## src/rtl/uart_tx_fifo.sv

```systemverilog
// uart_tx_fifo: FIFO-buffered UART transmitter sending start, DATA_BITS LSB-first,
// optional parity and 1/2 stop bits, with back-to-back frames while words are queued.
module uart_tx_fifo #(
    parameter int CLK_PERIOD_NS = 50,
    parameter int BAUD_RATE     = 9600,
    parameter int DATA_BITS     = 7,
    parameter int PARITY        = 0,
    parameter int STOP_BITS     = 1,
    parameter int FIFO_DEPTH    = 4
) (
    input  logic                        clk,
    input  logic                        rst,
    input  logic [DATA_BITS-1:0]        tx_data,
    input  logic                        tx_valid,
    output logic                        tx_ready,
    output logic                        tx,
    output logic                        busy,
    output logic [$clog2(FIFO_DEPTH):0] fifo_count
);
    localparam int CLKS_PER_BIT = 1_000_000_000 / (CLK_PERIOD_NS * BAUD_RATE);
    localparam int CW = $clog2(CLKS_PER_BIT);
    localparam int AW = $clog2(FIFO_DEPTH);
    localparam int NW = AW + 1;
    if (DATA_BITS < 5 || DATA_BITS > 9 || PARITY < 0 || PARITY > 2 ||
        (STOP_BITS != 1 && STOP_BITS != 2) || CLKS_PER_BIT < 2 ||
        FIFO_DEPTH < 2 || (FIFO_DEPTH & (FIFO_DEPTH - 1)) != 0) begin : g_bad_param
        $error("uart_tx_fifo: illegal parameter set");
    end
    typedef enum logic [2:0] {IDLE, START, DATA, PAR, STOP} state_t;
    state_t               state;
    logic [DATA_BITS-1:0] mem [FIFO_DEPTH];
    logic [AW-1:0]        wp, rp;
    logic [NW-1:0]        count_nx;
    logic [CW-1:0]        cnt;
    logic [3:0]           idx;
    logic [DATA_BITS-1:0] shift;
    logic                 par_bit, bit_end, last_stop, push, pop;
    assign bit_end   = cnt == CW'(CLKS_PER_BIT - 1);
    assign last_stop = state == STOP && bit_end && idx == 4'(STOP_BITS - 1);
    // The head is popped either from idle or at the very end of the last stop bit.
    assign pop       = fifo_count != '0 && (state == IDLE || last_stop);
    assign push      = tx_valid && tx_ready;
    assign count_nx  = fifo_count + NW'(push) - NW'(pop);
    always_ff @(posedge clk) if (push) mem[wp] <= tx_data;
    always_ff @(posedge clk or posedge rst)
        if (rst) begin
            wp         <= '0;
            rp         <= '0;
            fifo_count <= '0;
            tx_ready   <= 1'b1;
        end else begin
            if (push) wp <= wp + 1'b1;
            if (pop) rp <= rp + 1'b1;
            fifo_count <= count_nx;
            tx_ready   <= count_nx < NW'(FIFO_DEPTH);
        end
    always_ff @(posedge clk or posedge rst)
        if (rst) begin
            state   <= IDLE;
            cnt     <= '0;
            idx     <= '0;
            shift   <= '0;
            par_bit <= 1'b0;
            tx      <= 1'b1;
            busy    <= 1'b0;
        end else begin
            cnt <= (pop || bit_end || state == IDLE) ? '0 : cnt + 1'b1;
            if (pop) begin
                state   <= START;
                shift   <= mem[rp];
                par_bit <= PARITY == 1 ? ~^mem[rp] : ^mem[rp];
                idx     <= '0;
                tx      <= 1'b0;
                busy    <= 1'b1;
            end else if (bit_end) begin
                case (state)
                    START: begin
                        state <= DATA;
                        idx   <= '0;
                        tx    <= shift[0];
                    end
                    DATA: if (idx == 4'(DATA_BITS - 1)) begin
                        state <= PARITY != 0 ? PAR : STOP;
                        idx   <= '0;
                        tx    <= PARITY != 0 ? par_bit : 1'b1;
                    end else begin
                        idx   <= idx + 1'b1;
                        shift <= shift >> 1;
                        tx    <= shift[1];
                    end
                    PAR: begin
                        state <= STOP;
                        tx    <= 1'b1;
                    end
                    STOP: if (idx == 4'(STOP_BITS - 1)) begin
                        state <= IDLE;
                        busy  <= 1'b0;
                    end else begin
                        idx   <= idx + 1'b1;
                    end
                    default: ;
                endcase
            end
        end
endmodule

```

## config.mk

```make
export PLATFORM = sky130hd
export DESIGN_NAME = uart_tx_fifo
export DESIGN_NICKNAME = d
export VERILOG_FILES = /design/src/rtl/uart_tx_fifo.sv
export SDC_FILE = /design/constraint.sdc
export NUM_CORES = 1
export LEC_CHECK = 0
export CAP_MARGIN = 20
export CORE_UTILIZATION = 40
export DETAILED_ROUTE_END_ITERATION = 7
export PLACE_DENSITY_LB_ADDON = 0.08
export SYNTH_ARGS = -nofsm -noshare
export SYNTH_HDL_FRONTEND = slang
export SYNTH_SLANG_ARGS = --single-unit
```

## constraint.sdc

```tcl
create_clock -name clk -period 4.2 [get_ports clk]
set_input_delay 1.26 -clock clk [delete_from_list [all_inputs] [get_ports clk]]
set_output_delay 1.26 -clock clk [all_outputs]
set_load 0.01 [all_outputs]
```

# Yosys cells after proc, flatten, opt, wreduce, memory -nomap -nowiden
# Memory sizes are Yosys's and may differ from the RTL's.
# Index checks and enable logic that the tools add are counted.
# word_totals
ff_bits	36
ram_bits	28
memories	1
# classes
n_eq_ne	10
mux	25
add_sub_neg	6
reduce_logical	22
n_lt_le_gt_ge	1
# memory_table
name	words	width	read_ports	rd_clocked_by_memory_dff	write_ports	line_no	text
mem	4	7	1	0	1	31	logic [DATA_BITS-1:0] mem [FIFO_DEPTH];
# ops
op	n
$mux W7	4
$mux W4	4
$add A12 B1 Y12 const B	1
$eq A12 B12 Y1 const B	1
$mux W12	1
$mux W3	4
$pmux W3 S4	1
$pmux W4 S3	1
$mux W1	9
$reduce_and A3 Y1	3
$reduce_bool A2 Y1	4
$reduce_bool A4 Y1	2
$eq A3 B2 Y1 const B	2
$ne A3 B3 Y1 const B	2
$reduce_bool A5 Y1	1
$add A2 B1 Y2 const B	2
$add A4 B1 Y4 const B	1
$eq A4 B3 Y1 const B	1
$logic_and A1 B1 Y1	4
$logic_not A4 Y1	1
$reduce_and A4 Y1	1
$add A3 B1 Y3	1
$eq A3 B1 Y1 const B	1
$eq A3 B3 Y1 const B	1
other kinds (9)	11

# Depth between registers and ports, before layout
# depth
ltp_word	8
mapped_depth	15
mapped_depth_nobuf	14

# Worst setup path before layout
# Ideal clock, no wire load.
# synth_timing
path_kind	register to register
startpoint	register cnt[0]
endpoint	register fifo_count[2]
path_slack_ns	1.432
n_path_buf	1
synth_period_minus_slack_ns	2.768
stages_incl_launch_ff	16
arrival_ns	2.646
setup_time_ns	0.122
cell_sequence	dfrtp_1 inv_1 ha_1 and4bb_2 nand4_1 buf_6 o21ai_2 nand2_2 clkinv_2 ha_1 inv_1 ha_1 fa_1 xnor2_1 xnor2_1 inv_1
# synth_via
elab_chain_cells	6
# synth_lines
element	line_no	text
start, declared	34	logic [CW-1:0] cnt;
start signal, assigned	67	cnt <= (pop || bit_end || state == IDLE) ? '0 : cnt + 1'b1;
$eq A12 B12 Y1	38	assign bit_end = cnt == CW'(CLKS_PER_BIT - 1);
$logic_and A1 B1 Y1 (2 in series)	39	assign last_stop = state == STOP && bit_end && idx == 4'(STOP_BITS - 1);
$logic_or A1 B1 Y1	41	assign pop = fifo_count != '0 && (state == IDLE || last_stop);
$logic_and A1 B1 Y1	41	
net pop	37	logic par_bit, bit_end, last_stop, push, pop;
$sub A3 B1 Y3	43	assign count_nx = fifo_count + NW'(push) - NW'(pop);
net count_nx[2]	33	logic [NW-1:0] count_nx;
end signal, assigned	54	fifo_count <= count_nx;
end, declared	18	output logic [$clog2(FIFO_DEPTH):0] fifo_count
# The timed path passes the listed nets, and every way through them passes these cells.
# A chain may end at the register's enable or synchronous reset.

# Worst setup path after layout
# layout_timing
startpoint	register idx[0]
endpoint	register fifo_count[2]
# layout_via
elab_chain_cells	5
# layout_lines
element	line_no	text
start, declared	35	logic [3:0] idx;
start signal, assigned	87	idx <= idx + 1'b1;
start signal, assigned	99	idx <= idx + 1'b1;
$logic_not A4 Y1	39	
$logic_and A1 B1 Y1	39	
$logic_or A1 B1 Y1	41	
$logic_and A1 B1 Y1	41	
net pop	37	
$sub A3 B1 Y3	43	
net count_nx[2]	33	
# The timed path passes the listed nets, and every way through them passes these cells.

==> run_results.csv <==
group,metric,value,unit
status,outcome,"completed",
die,die_w,87.90,microns
die,dieArea,0.007726,sq mm
cells_and_area,insertedDiodeCount,0,
route,wire_per_inst,14.11,microns
critical_path,r2r-start,"idx[0]",
critical_path,end_kind,"register",
job,maxCapViolations,0,
critical_path,arrival,3.32,ns
critical_path,reg2reg_slack,1.11,ns
route,dr.pass1.iters,4,
yosys,seq_area_frac_synth,0.5909,
timing,maxSlewHeadroom,0.6610,
cells_and_area,drive_above_1_share,0.1613,
cells_and_area,fill_cells,607,
die,initial_utilization,0.4250,
timing,finalCritPeriodShare,0.7351,
yosys,avgSynthCellArea,13.18,sq um
min_path,hold_path.class,"register to register",
route,num_vias,1685,
die,core_area,0.006944,sq mm
route,final_antenna_net_count,0,
power_and_ir_drop,power_leakage,0.001330,uW
min_path,hold_path.startpoint,"tx",
yosys,yosysTopAreaCell,"dfrtp_1",
yosys,synthesis.area,0.002952,sq mm
timing,hold_violations,0,
clocking,cts_resized,0,
global_route,antenna_found_initial,0,
critical_path,r2r_end,"fifo_count[2]",
route,via_per_inst,4.898,
clocking,postCtsHoldBufs,0,
global_route,grt_remaining_overflow,0,
yosys,synthesis.nets,246,
clocking,cts.root.buffer_cell,"clkbuf_8",
yosys,synth_area_leaders,"dfrtp_1, edfxtp_1, mux4_2",
yosys,ys_top_cells_by_count,"dfrtp_1, edfxtp_1, nor2_1",
timing,fmax,323.9,MHz
yosys,synth_edf_count,28,
clocking,postCtsSetupBuffers,0,
timing,rsz0062_at_grt,"no",
clocking,clk_latency,0.34,ns
power_and_ir_drop,ir_drop,0.2895,mV
place,gp_congestion,0.7040,
critical_path,startpoint_type,"register",
yosys,synthArstFlopShare,0.5625,
critical_path,reg2reg_depth,14,
place,dp_hpwl,3276,microns
yosys,synth.most_common_cell,"dfrtp_1",
cells_and_area,syn2layout_area_growth,14.96,%
place,io_buffers,15,
power_and_ir_drop,power.density,357.3,mW/mm^2
yosys,syn-instance-count,224,
place,place_area,0.003191,sq mm
die,pin_count,16,
yosys,yosys_warnings,0,
global_route,grt_first_pass_wirelength,8335,microns
clocking,numCtsBuffers,9,
timing,fin_crit,3.087,ns
clocking,cts_buffer_depth,2,
yosys,synth_cell_types,48,
timing,tns,0,ns
timing,maxSlewViolCount,0,
global_route,grt_max_degree,37,
yosys,ys_ff_latch,64,
critical_path,crit_fanout,10,
timing,setup_viol,0,
route,drc,0,
cells_and_area,finalNetCount,265,
clocking,cts_num_sinks,64,
critical_path,required,4.43,ns
min_path,holdPathStages,2,
global_route,grt_pass1_vias,1703,
yosys,synth_flop_cell,"dfrtp_1",
min_path,min_to,"tx",
global_route,track_usage,0.1491,
clocking,path_clk_slew,0.08,ns
route,routed_wl,4853,microns
route,drt_iter0_markers,65,
yosys,synth_top_area_share,0.2883,
clocking,cts_tree,"built",
critical_path,critical_path_class,"register to register",
die,die_y,87.90,microns
cells_and_area,fin_area,0.003393,sq mm
timing,clock_skew,0.008561,ns
timing,worst_pin_slew,0.5084,ns
die,rows,30,
clocking,htreeDepth,3,
-- per-layer routing --
layer,up-vias,part of all wire,GRT usage
met5,-,0,0
li1,849,-,-
met1,804,0.52,0.2075
met2,21,0.43,0.2121
met4,0,0.025,0.08942
met3,11,0.026,0.03487
-- sequential cells by signal (all words and copies together) (netlist names) --
name        cells
tx              1
cnt            12
wp              2
tx_ready        1
fifo_count      3
rp              2
shift           7
state           3
busy            1
mem            28
idx             4
-- area by class of cell --
type | instances | area, sq um | share of cell area
repair buffers | 17 | 165.2 | 0.04867
well taps | 96 | 120.1 | 0.03540
multi-input cells | 139 | 1115 | 0.3285
inverters | 12 | 46.29 | 0.01364
flip-flops and latches | 64 | 1744 | 0.5140
clock inverters | 7 | 78.83 | 0.02323
clock buffers | 9 | 123.9 | 0.03650
-- layout by cell type, fill, tap and decap left out, types with 3 or more instances in the layout --
| cell | synthesis | routed |
|---|---|---|
| and3_1 | 7 | 7 |
| clkbuf_8 | 0 | 9 |
| clkdlybuf4s50_1 | 0 | 15 |
| clkinvlp_4 | 0 | 3 |
| dfrtp_1 | 34 | 34 |
| edfxtp_1 | 28 | 28 |
| ha_1 | 11 | 11 |
| inv_1 | 11 | 11 |
| mux2i_1 | 6 | 6 |
| mux4_2 | 7 | 7 |
| nand2_1 | 8 | 8 |
| nand3_1 | 13 | 13 |
| nor2_1 | 18 | 18 |
| nor3_1 | 3 | 3 |
| nor3b_1 | 4 | 4 |
| o21ai_0 | 10 | 10 |
| or3_1 | 3 | 3 |
| xnor2_1 | 10 | 10 |
| xor2_1 | 6 | 6 |
-- critical path, cell delays in order (launching register included) --
cell      delay (ns)
dfrtp_1         0.41
inv_1           0.09
ha_1            0.14
nor3b_1         0.27
nand3_1         0.23
o21ai_2         0.41
nand2_2         0.14
clkinv_2        0.16
ha_1            0.14
inv_1           0.04
ha_1            0.18
fa_1            0.38
xnor2_1         0.17
xnor2_1         0.16
inv_1           0.06
-- how the worst max path moves through the flow --
stage          cells past startpoint            end      from
6_report                          14  fifo_count[2]    idx[0]
5_1_grt                           14  fifo_count[2]    idx[0]
4_1_cts                           14  fifo_count[2]    idx[0]
3_5_place_dp                       9  fifo_count[2]  tx_valid
3_3_place_gp                       9  fifo_count[2]  tx_valid
2_1_floorplan                     15  fifo_count[2]    cnt[0]
-- report_power, final --
group | total [uW] | internal [uW] | switching (uW) | leakage (uW)
Combinational | 18.9 | 8.10 | 10.8 | 0.000542
Sequential | 653 | 653 | 0 | 0.000695
Clock | 540 | 279 | 261 | 0.0000925
-- cell families (layout without fill, tap and decap cells) --
| kind of cell | after synthesis | in the layout | share of synthesized area |
|---|---|---|---|
| DFF | 64 | 64 | 0.5909 |
| AOI/OAI and AO/OA | 22 | 22 | 0.05045 |
| adders and majority gates | 12 | 12 | 0.05341 |
| xor gates and xnor gates | 16 | 16 | 0.04748 |
| muxes | 15 | 15 | 0.08139 |
| and+or+nand+nor | 74 | 74 | 0.1450 |
| buffers and inverters | 21 | 45 | 0.03137 |
-- stage by stage --
| step | hold slack [ns] | power (uW) | utilization | setup slack, ns | std cells |
|---|---|---|---|---|---|
| detailed placement | 0.4891 | 686.0 | 0.4595 | 0.8559 | 328 |
| global route | 0.5341 | 1252 | 0.4886 | 0.8297 | 344 |
| floorplan | 0.4682 | 671.6 | - | 1.432 | 224 |
| CTS | 0.5038 | 1223 | 0.4886 | 1.083 | 344 |
| global placement | 0.4863 | 685.6 | 0.4595 | 0.9225 | 328 |
| finish | 0.4968 | 1212 | 0.4886 | 1.113 | 344 |
Power figures use the tool's default switching activity.
